==> src/rtl/gpu_wb_prim_assembler.sv <==
// Writeback-stage primitive assembler: collects SETVERTEX data into points, lines and
// triangles and queues them for the GPU stage. Define WB_STRIP_EN to enable triangle strips.
//
// state   | meaning
// IDLE    | no primitive open; vertex/end ops are protocol errors
// COLLECT | primitive open; vertices gathered into slots
module gpu_wb_prim_assembler #(
    parameter int VTX_W      = 30,
    parameter int COLOR_W    = 16,
    parameter int FIFO_DEPTH = 4
) (
    input  logic               I_CLOCK,
    input  logic               I_LOCK,
    input  logic               I_Valid,
    input  logic [2:0]         I_Op,
    input  logic [1:0]         I_PrimType,
    input  logic [VTX_W-1:0]   I_VertexData,
    input  logic [COLOR_W-1:0] I_ColorData,
    input  logic               I_GPUStallSignal,
    output logic               O_Stall,
    output logic               O_PrimValid,
    output logic [1:0]         O_PrimType,
    output logic [VTX_W-1:0]   O_VertexV1,
    output logic [VTX_W-1:0]   O_VertexV2,
    output logic [VTX_W-1:0]   O_VertexV3,
    output logic [COLOR_W-1:0] O_PrimColor,
    output logic [15:0]        O_PrimCount,
    output logic               O_Err
);

    localparam int PW = (FIFO_DEPTH > 1) ? $clog2(FIFO_DEPTH) : 1;
    localparam logic [PW:0] CNT_FULL = (PW+1)'(FIFO_DEPTH);

    localparam logic [2:0] OP_BEGIN  = 3'd1;
    localparam logic [2:0] OP_VERTEX = 3'd2;
    localparam logic [2:0] OP_END    = 3'd3;
    localparam logic [2:0] OP_COLOR  = 3'd4;

    typedef enum logic {IDLE, COLLECT} state_t;

    state_t state_q, state_d;
    logic   err_set;

    logic [1:0]         type_q;
    logic [1:0]         vcnt_q;
    logic [1:0]         need_n;
    logic [VTX_W-1:0]   slot0_q, slot1_q;
    logic [COLOR_W-1:0] color_q;

    logic accept, is_begin, is_vtx, is_end, is_color;
    logic push, pop;

    logic [VTX_W-1:0] push_v1, push_v2, push_v3;
    logic [1:0]       push_type;

    logic [VTX_W-1:0]   mem_v1 [FIFO_DEPTH];
    logic [VTX_W-1:0]   mem_v2 [FIFO_DEPTH];
    logic [VTX_W-1:0]   mem_v3 [FIFO_DEPTH];
    logic [1:0]         mem_type [FIFO_DEPTH];
    logic [COLOR_W-1:0] mem_color [FIFO_DEPTH];
    logic [PW-1:0]      wptr_q, rptr_q;
    logic [PW:0]        cnt_q;
    logic [15:0]        pcount_q;
    logic               err_q;

    assign O_Stall  = (cnt_q == CNT_FULL);
    assign accept   = I_Valid & ~O_Stall;
    assign is_begin = accept & (I_Op == OP_BEGIN);
    assign is_vtx   = accept & (I_Op == OP_VERTEX);
    assign is_end   = accept & (I_Op == OP_END);
    assign is_color = accept & (I_Op == OP_COLOR);

    always_ff @(negedge I_CLOCK) begin
        if (!I_LOCK) state_q <= IDLE;
        else         state_q <= state_d;
    end

    always_comb begin
        state_d = state_q;
        err_set = 1'b0;
        case (state_q)
            IDLE: begin
                if (is_begin)             state_d = COLLECT;
                else if (is_vtx | is_end) err_set = 1'b1;
            end
            COLLECT: begin
                if (is_end)        state_d = IDLE;
                else if (is_begin) err_set = 1'b1;
            end
            default: state_d = IDLE;
        endcase
    end

    always_comb begin
        case (type_q)
            2'd0:    need_n = 2'd1;
            2'd1:    need_n = 2'd2;
            default: need_n = 2'd3;
        endcase
    end

    assign push = is_vtx & (state_q == COLLECT) & ((vcnt_q + 2'd1) == need_n);
    assign pop  = (cnt_q != '0) & ~I_GPUStallSignal;

    // Slots the primitive does not use are zero so consumers see clean vertices.
    always_comb begin
        push_v1   = '0;
        push_v2   = '0;
        push_v3   = '0;
        push_type = (type_q == 2'd3) ? 2'd2 : type_q;
        case (type_q)
            2'd0: push_v1 = I_VertexData;
            2'd1: begin
                push_v1 = slot0_q;
                push_v2 = I_VertexData;
            end
            default: begin
                push_v1 = slot0_q;
                push_v2 = slot1_q;
                push_v3 = I_VertexData;
            end
        endcase
    end

    always_ff @(negedge I_CLOCK) begin
        if (!I_LOCK) begin
            type_q  <= 2'd0;
            vcnt_q  <= 2'd0;
            slot0_q <= '0;
            slot1_q <= '0;
            color_q <= '0;
            err_q   <= 1'b0;
        end else begin
            if (err_set)  err_q   <= 1'b1;
            if (is_color) color_q <= I_ColorData;
            if (is_begin) begin
`ifdef WB_STRIP_EN
                type_q <= I_PrimType;
`else
                type_q <= (I_PrimType == 2'd3) ? 2'd2 : I_PrimType;
`endif
                vcnt_q <= 2'd0;
            end else if (is_end) begin
                vcnt_q <= 2'd0;
            end else if (is_vtx && state_q == COLLECT) begin
                if (push) begin
`ifdef WB_STRIP_EN
                    // Strip keeps the two newest vertices and stays one short of a triangle.
                    if (type_q == 2'd3) begin
                        slot0_q <= slot1_q;
                        slot1_q <= I_VertexData;
                    end else begin
                        vcnt_q <= 2'd0;
                    end
`else
                    vcnt_q <= 2'd0;
`endif
                end else begin
                    if (vcnt_q == 2'd0) slot0_q <= I_VertexData;
                    else                slot1_q <= I_VertexData;
                    vcnt_q <= vcnt_q + 2'd1;
                end
            end
        end
    end

    always_ff @(negedge I_CLOCK) begin
        if (push) begin
            mem_v1[wptr_q]    <= push_v1;
            mem_v2[wptr_q]    <= push_v2;
            mem_v3[wptr_q]    <= push_v3;
            mem_type[wptr_q]  <= push_type;
            mem_color[wptr_q] <= color_q;
        end
    end

    always_ff @(negedge I_CLOCK) begin
        if (!I_LOCK) begin
            wptr_q   <= '0;
            rptr_q   <= '0;
            cnt_q    <= '0;
            pcount_q <= 16'd0;
        end else begin
            if (push) wptr_q <= wptr_q + 1'b1;
            if (pop) begin
                rptr_q   <= rptr_q + 1'b1;
                pcount_q <= pcount_q + 16'd1;
            end
            case ({push, pop})
                2'b10:   cnt_q <= cnt_q + 1'b1;
                2'b01:   cnt_q <= cnt_q - 1'b1;
                default: cnt_q <= cnt_q;
            endcase
        end
    end

    assign O_PrimValid = (cnt_q != '0);
    assign O_PrimType  = O_PrimValid ? mem_type[rptr_q]  : 2'd0;
    assign O_VertexV1  = O_PrimValid ? mem_v1[rptr_q]    : '0;
    assign O_VertexV2  = O_PrimValid ? mem_v2[rptr_q]    : '0;
    assign O_VertexV3  = O_PrimValid ? mem_v3[rptr_q]    : '0;
    assign O_PrimColor = O_PrimValid ? mem_color[rptr_q] : '0;
    assign O_PrimCount = pcount_q;
    assign O_Err       = err_q;

endmodule
==> config.mk <==
export PLATFORM = sky130hd
export DESIGN_NAME = gpu_wb_prim_assembler
export DESIGN_NICKNAME = d
export VERILOG_FILES = /design/src/rtl/gpu_wb_prim_assembler.sv
export SDC_FILE = /design/constraint.sdc
export NUM_CORES = 1
export LEC_CHECK = 0
export BUFFER_PORTS_ARGS = -buffer_cell sky130_fd_sc_hd__buf_4
export CAP_MARGIN = 25
export CORE_ASPECT_RATIO = 0.75
export CORE_MARGIN = 5
export CORE_UTILIZATION = 59
export CTS_CLUSTER_SIZE = 8
export DETAILED_ROUTE_END_ITERATION = 16
export PLACE_DENSITY = 0.87
export REMOVE_ABC_BUFFERS = 1
export SLEW_MARGIN = 20
export SYNTH_ARGS = -nofsm -noshare
export SYNTH_HDL_FRONTEND = slang
export SYNTH_SLANG_ARGS = --single-unit
==> constraint.sdc <==
create_clock -name I_CLOCK -period 4.6 [get_ports I_CLOCK]
set_input_delay 0.23 -clock I_CLOCK [delete_from_list [all_inputs] [get_ports I_CLOCK]]
set_output_delay 0.23 -clock I_CLOCK [all_outputs]
set_load 0.01 [all_outputs]
==> After elaboration in Yosys (flattened, before gate mapping) <==
Memories as Yosys holds them, arrays and structs flattened. A register that Yosys moved wholly into a read port is not among the register bits.
Cells that the tools add are included.
{ "totals": {"register_bits": 105, "latchBits": 0, "ram_bits": 432, "romBits": 0, "in_bits": 55, "wordCells": 91, "mem_count": 5} }
{ "memory_table": {"columns": ["name", "words", "word_bits", "read_ports", "rd_ports_with_merged_regs", "wr", "line", "rtl"], "rows": [
  ["mem_v1", 4, 30, 1, 1, 1, "56", "logic [VTX_W-1:0] mem_v1 [FIFO_DEPTH];"],
  ["mem_v2", 4, 30, 1, 1, 1, "57", "logic [VTX_W-1:0] mem_v2 [FIFO_DEPTH];"],
  ["mem_v3", 4, 30, 1, 1, 1, "58", "logic [VTX_W-1:0] mem_v3 [FIFO_DEPTH];"],
  ["mem_color", 4, 16, 1, 1, 1, "60", "logic [COLOR_W-1:0] mem_color [FIFO_DEPTH];"],
  ["mem_type", 4, 2, 1, 1, 1, "59", "logic [1:0] mem_type [FIFO_DEPTH];"]
]} }
{ "op_classes": {"n_addsub": 6, "mul": 0, "div": 0, "n_lt_le_gt_ge": 0, "n_eq_ne": 11, "shifts": 0, "mux": 32, "n_bitwise": 17, "reduce_logical": 9} }
{ "ops": {"columns": ["op", "count"], "rows": [
  ["$mux W30", 5],
  ["$pmux W30 S2", 1],
  ["$mux W2", 14],
  ["$add A16 B1 Y16 const B", 1],
  ["$mux W16", 1],
  ["$reduce_and A5 Y1", 2],
  ["$and A1 B1 Y1", 8],
  ["$not A1 Y1", 8],
  ["$mux W1", 7],
  ["$add A2 B1 Y2 const B", 3],
  ["$eq A2 B2 Y1 const B", 3],
  ["$eq A3 B2 Y1 const B", 2],
  ["$eq A3 B3 Y1 const B", 2],
  ["$pmux W3 S2", 1],
  ["$eq A2 B1 Y1 const B", 2],
  ["$logic_not A2 Y1", 2],
  ["$pmux W1 S2", 2],
  ["$pmux W2 S2", 1],
  ["$add A3 B1 Y3 const B", 1],
  ["$eq A3 B1 Y1 const B", 1],
  ["$reduce_bool A3 Y1", 1],
  ["$reduce_or A3 Y1", 1],
  ["$sub A3 B1 Y3 const B", 1],
  ["$eq A2 B2 Y1", 1],
  ["4 further kinds", 4]
]} }

==> Depth between registers and ports, before layout <==
{ "logic_depth": {"ltp_word": 8, "depth_mapped": 12, "ltp_nobuf": 12} }

==> results.md <==
* Critical path class: reg2out
* Via Count at 14800
* Pwr per Cell Area at 435 nW/um^2
* # IOs at 182
* PortBufs at 181
* FF+latch count, synth at 539
* Routability cong. at 0.766
* DIE HEIGHT at 176 um
* CTS H-tree lvls at 3
* Gr ovfl total at 0
* Pin count of the biggest net entering global routing at 77
* RSZ-0062 raised after global routing: true
* Syn. warnings at 0
* Inst Count DP at 1877
* Critical-path cell list: buf_12 -> buf_12 -> mux4_2 -> and2_4 -> buf_6
* Routed Antenna Nets at 0
* Drt via density at 5.84
* Fin worst setup slack at -141 ps
* Deepest clock path buffer count at 3
* Worst Tran Pin Value at 1040 ps
* # hold bufs at CTS at 0
* DRT Pass-1 Iters at 5
* Mapped Cells at 1264
* Initial antenna violation count at 2
* CP delay by family, top: multiplexers
* Max Slew Vio Count at 0
* Worst EP required at 4370 ps
* Sum Neg Setup Slack at -7890 ps
* Worst R2R Setup Slack at 1150 ps
* CTS tree: built
* First-pass GRT wire length at 88300 um
* Core Rows at 60
* Worst-Skew Late Latency at 670 ps
* Avg Inst Size Synth at 17.1 um^2
* CTS clk-pin slew, worst paths at 30 ps
* CP peak stage delay at 560 ps
* CP startpoint kind: flip-flop
* Dpl hpwl at 26100 um
* Clock Tree Root: clkbuf_16
* Clock Skew at 63.8 ps
* Non-Filler Instances at 2526
* Sequential fraction of the synthesis area at 0.700
* Core area at 36000 um^2
* Crit path max-delay cell type: mux4_2
* Power Total at 0.0126 W
* Die area at 40600 um^2
* Hold Path Class: reg2reg
* Worst endpoint data arrival time at 4510 ps
* Syn Std Cell Area at 21600 um^2
* Sink Count at 539
* EDFF count, synth at 432
* Maximum VDD drop at 314 uV
* Initial drt markers at 1465
* Initial Util at 0.599
* Share of cells above drive strength 1 at 0.283
* Yosys cell types at 49
* Rel. slew slack at 0.307
* Drt wl/cell at 22.9 um
* Routed WL at 58000 um
* Area grow syn2layout at 34.0%
* Max_cap viols at 0
* Most frequent cells in the layout: inv_1, edfxtp_1, nand2_1
* Total Routing Usage GR at 0.286
* CTS buffer count at 77
* Critical path fanouts, max at 11
* DR DRC count at 0
* Hold WS at 468 ps
* Endpoints failing setup at 103
* Vias in the first global route at 17200
* Most used cell, CP: buf_12
* Die Width at 231 um
* Final hold violations at 0
* Violated checks: negative setup slack
* Commonest non-fill, non-tap cell in the layout: inv_1
* Main synth FF type: edfxtp_1
* CP Buf/Inv Count at 3
* Ys async rst share at 0
* Nets at 2116
* Status: finished, violations left
* Leak Pwr at 12.9 nW
* Setup crit end kind: output pin
## Yosys cell counts (8+ instances only)
| master | instances | area [um^2] |
|---|---|---|
| nand3_1 | 8 | 40.0 |
| a22o_1 | 23 | 201 |
| and2_1 | 151 | 945 |
| edfxtp_1 | 432 | 13000 |
| nand2_1 | 122 | 458 |
| dfxtp_1 | 107 | 2140 |
| mux2i_1 | 84 | 841 |
| nor2b_1 | 22 | 138 |
| buf_2 | 15 | 75.1 |
| mux4_2 | 108 | 2430 |
| clkbuf_1 | 55 | 206 |
| inv_1 | 11 | 41.3 |
| mux2_2 | 30 | 338 |
| o21ai_0 | 14 | 70.1 |
## sequential cells by signal (all words and copies together), names as in the netlist, named ones only
name and count:
O_Err 1, mem_type 8, mem_v3 120, mem_v1 120, mem_v2 120, color_q 16, slot0_q 30, vcnt_q 2
type_q 2, O_PrimCount 16, rptr_q 2, state_q 1, slot1_q 30, wptr_q 2, mem_color 64, cnt_q 3
## worst min-delay path, stage by stage (launching register included)
cell     delay (ps)
dfxtp_1         300
nand2_1          60
mux2i_1          60
## final cells by class
cell class	count	area (um^2)
Antenna cell	2	5.00
Clock buffer	79	1980
Clock inverter	545	2080
Fill cell	1741	7100
Inverter	10	38.8
Multi-Input combinational cell	637	6350
Sequential cell	539	15100
Tap cell	465	582
Timing Repair Buffer	249	2780
## where the power goes
part	switching [W]	total [W]	internal (W)
Combinational	0.000117	0.000209	0.0000917
Sequential	0.0000116	0.00528	0.00527
Clock	0.00343	0.00710	0.00367
## cells by family after synthesis
group / share of synthesized area
AO/OA/AOI/OAI: 0.0172
XOR/XNOR: 0.00446
adder cells (fa/ha/maj): 0.00498
buffers and inverters: 0.0191
flip-flops: 0.700
multiplexers: 0.167
AND/OR/NAND/NOR: 0.0869
## through the flow
stage	util	worst slack [ps]	cell area (um^2)
finish	0.803	-141	28900
global route	0.803	-206	28900
floorplan	-	-3270	21200
detailed placement	0.660	-16.9	23800
global placement	0.660	121	23800
CTS	0.799	-162	28800
## repair_timing
action / 4_1_cts / 5_1_grt
pin swaps: 1 / 0
gates resized for setup: 206 / 11
buffers inserted: 10 / 5
gates cloned: 7 / 3
endpoints found under the setup margin: 109 / 108
## worst paths after layout
| kind | start | to | cells after the start |
|---|---|---|---|
| min | slot0_q[8]$_SDFFE_NN0P_ | slot0_q[8]$_SDFFE_NN0P_ | 2 |
| max | flip-flop | O_VertexV1[26] | 5 |
| max reg2reg | type_q[1]$_SDFFE_NN0P_ | cnt_q[2]$_SDFFE_NN0P_ | 10 |
| min reg2reg | slot0_q[8]$_SDFFE_NN0P_ | slot0_q[8]$_SDFFE_NN0P_ | 2 |
## per-layer routing
| layer | up-vias | routed length (um) | track usage |
|---|---|---|---|
| met4 | 0 | 1920 | 0.169 |
| met3 | 148 | 5430 | 0.120 |
| li1 | 6375 | - | - |
| met2 | 905 | 30200 | 0.473 |
| met1 | 7324 | 20400 | 0.311 |
| met5 | - | 0 | 0 |
Power figures use the tool's default switching activity.
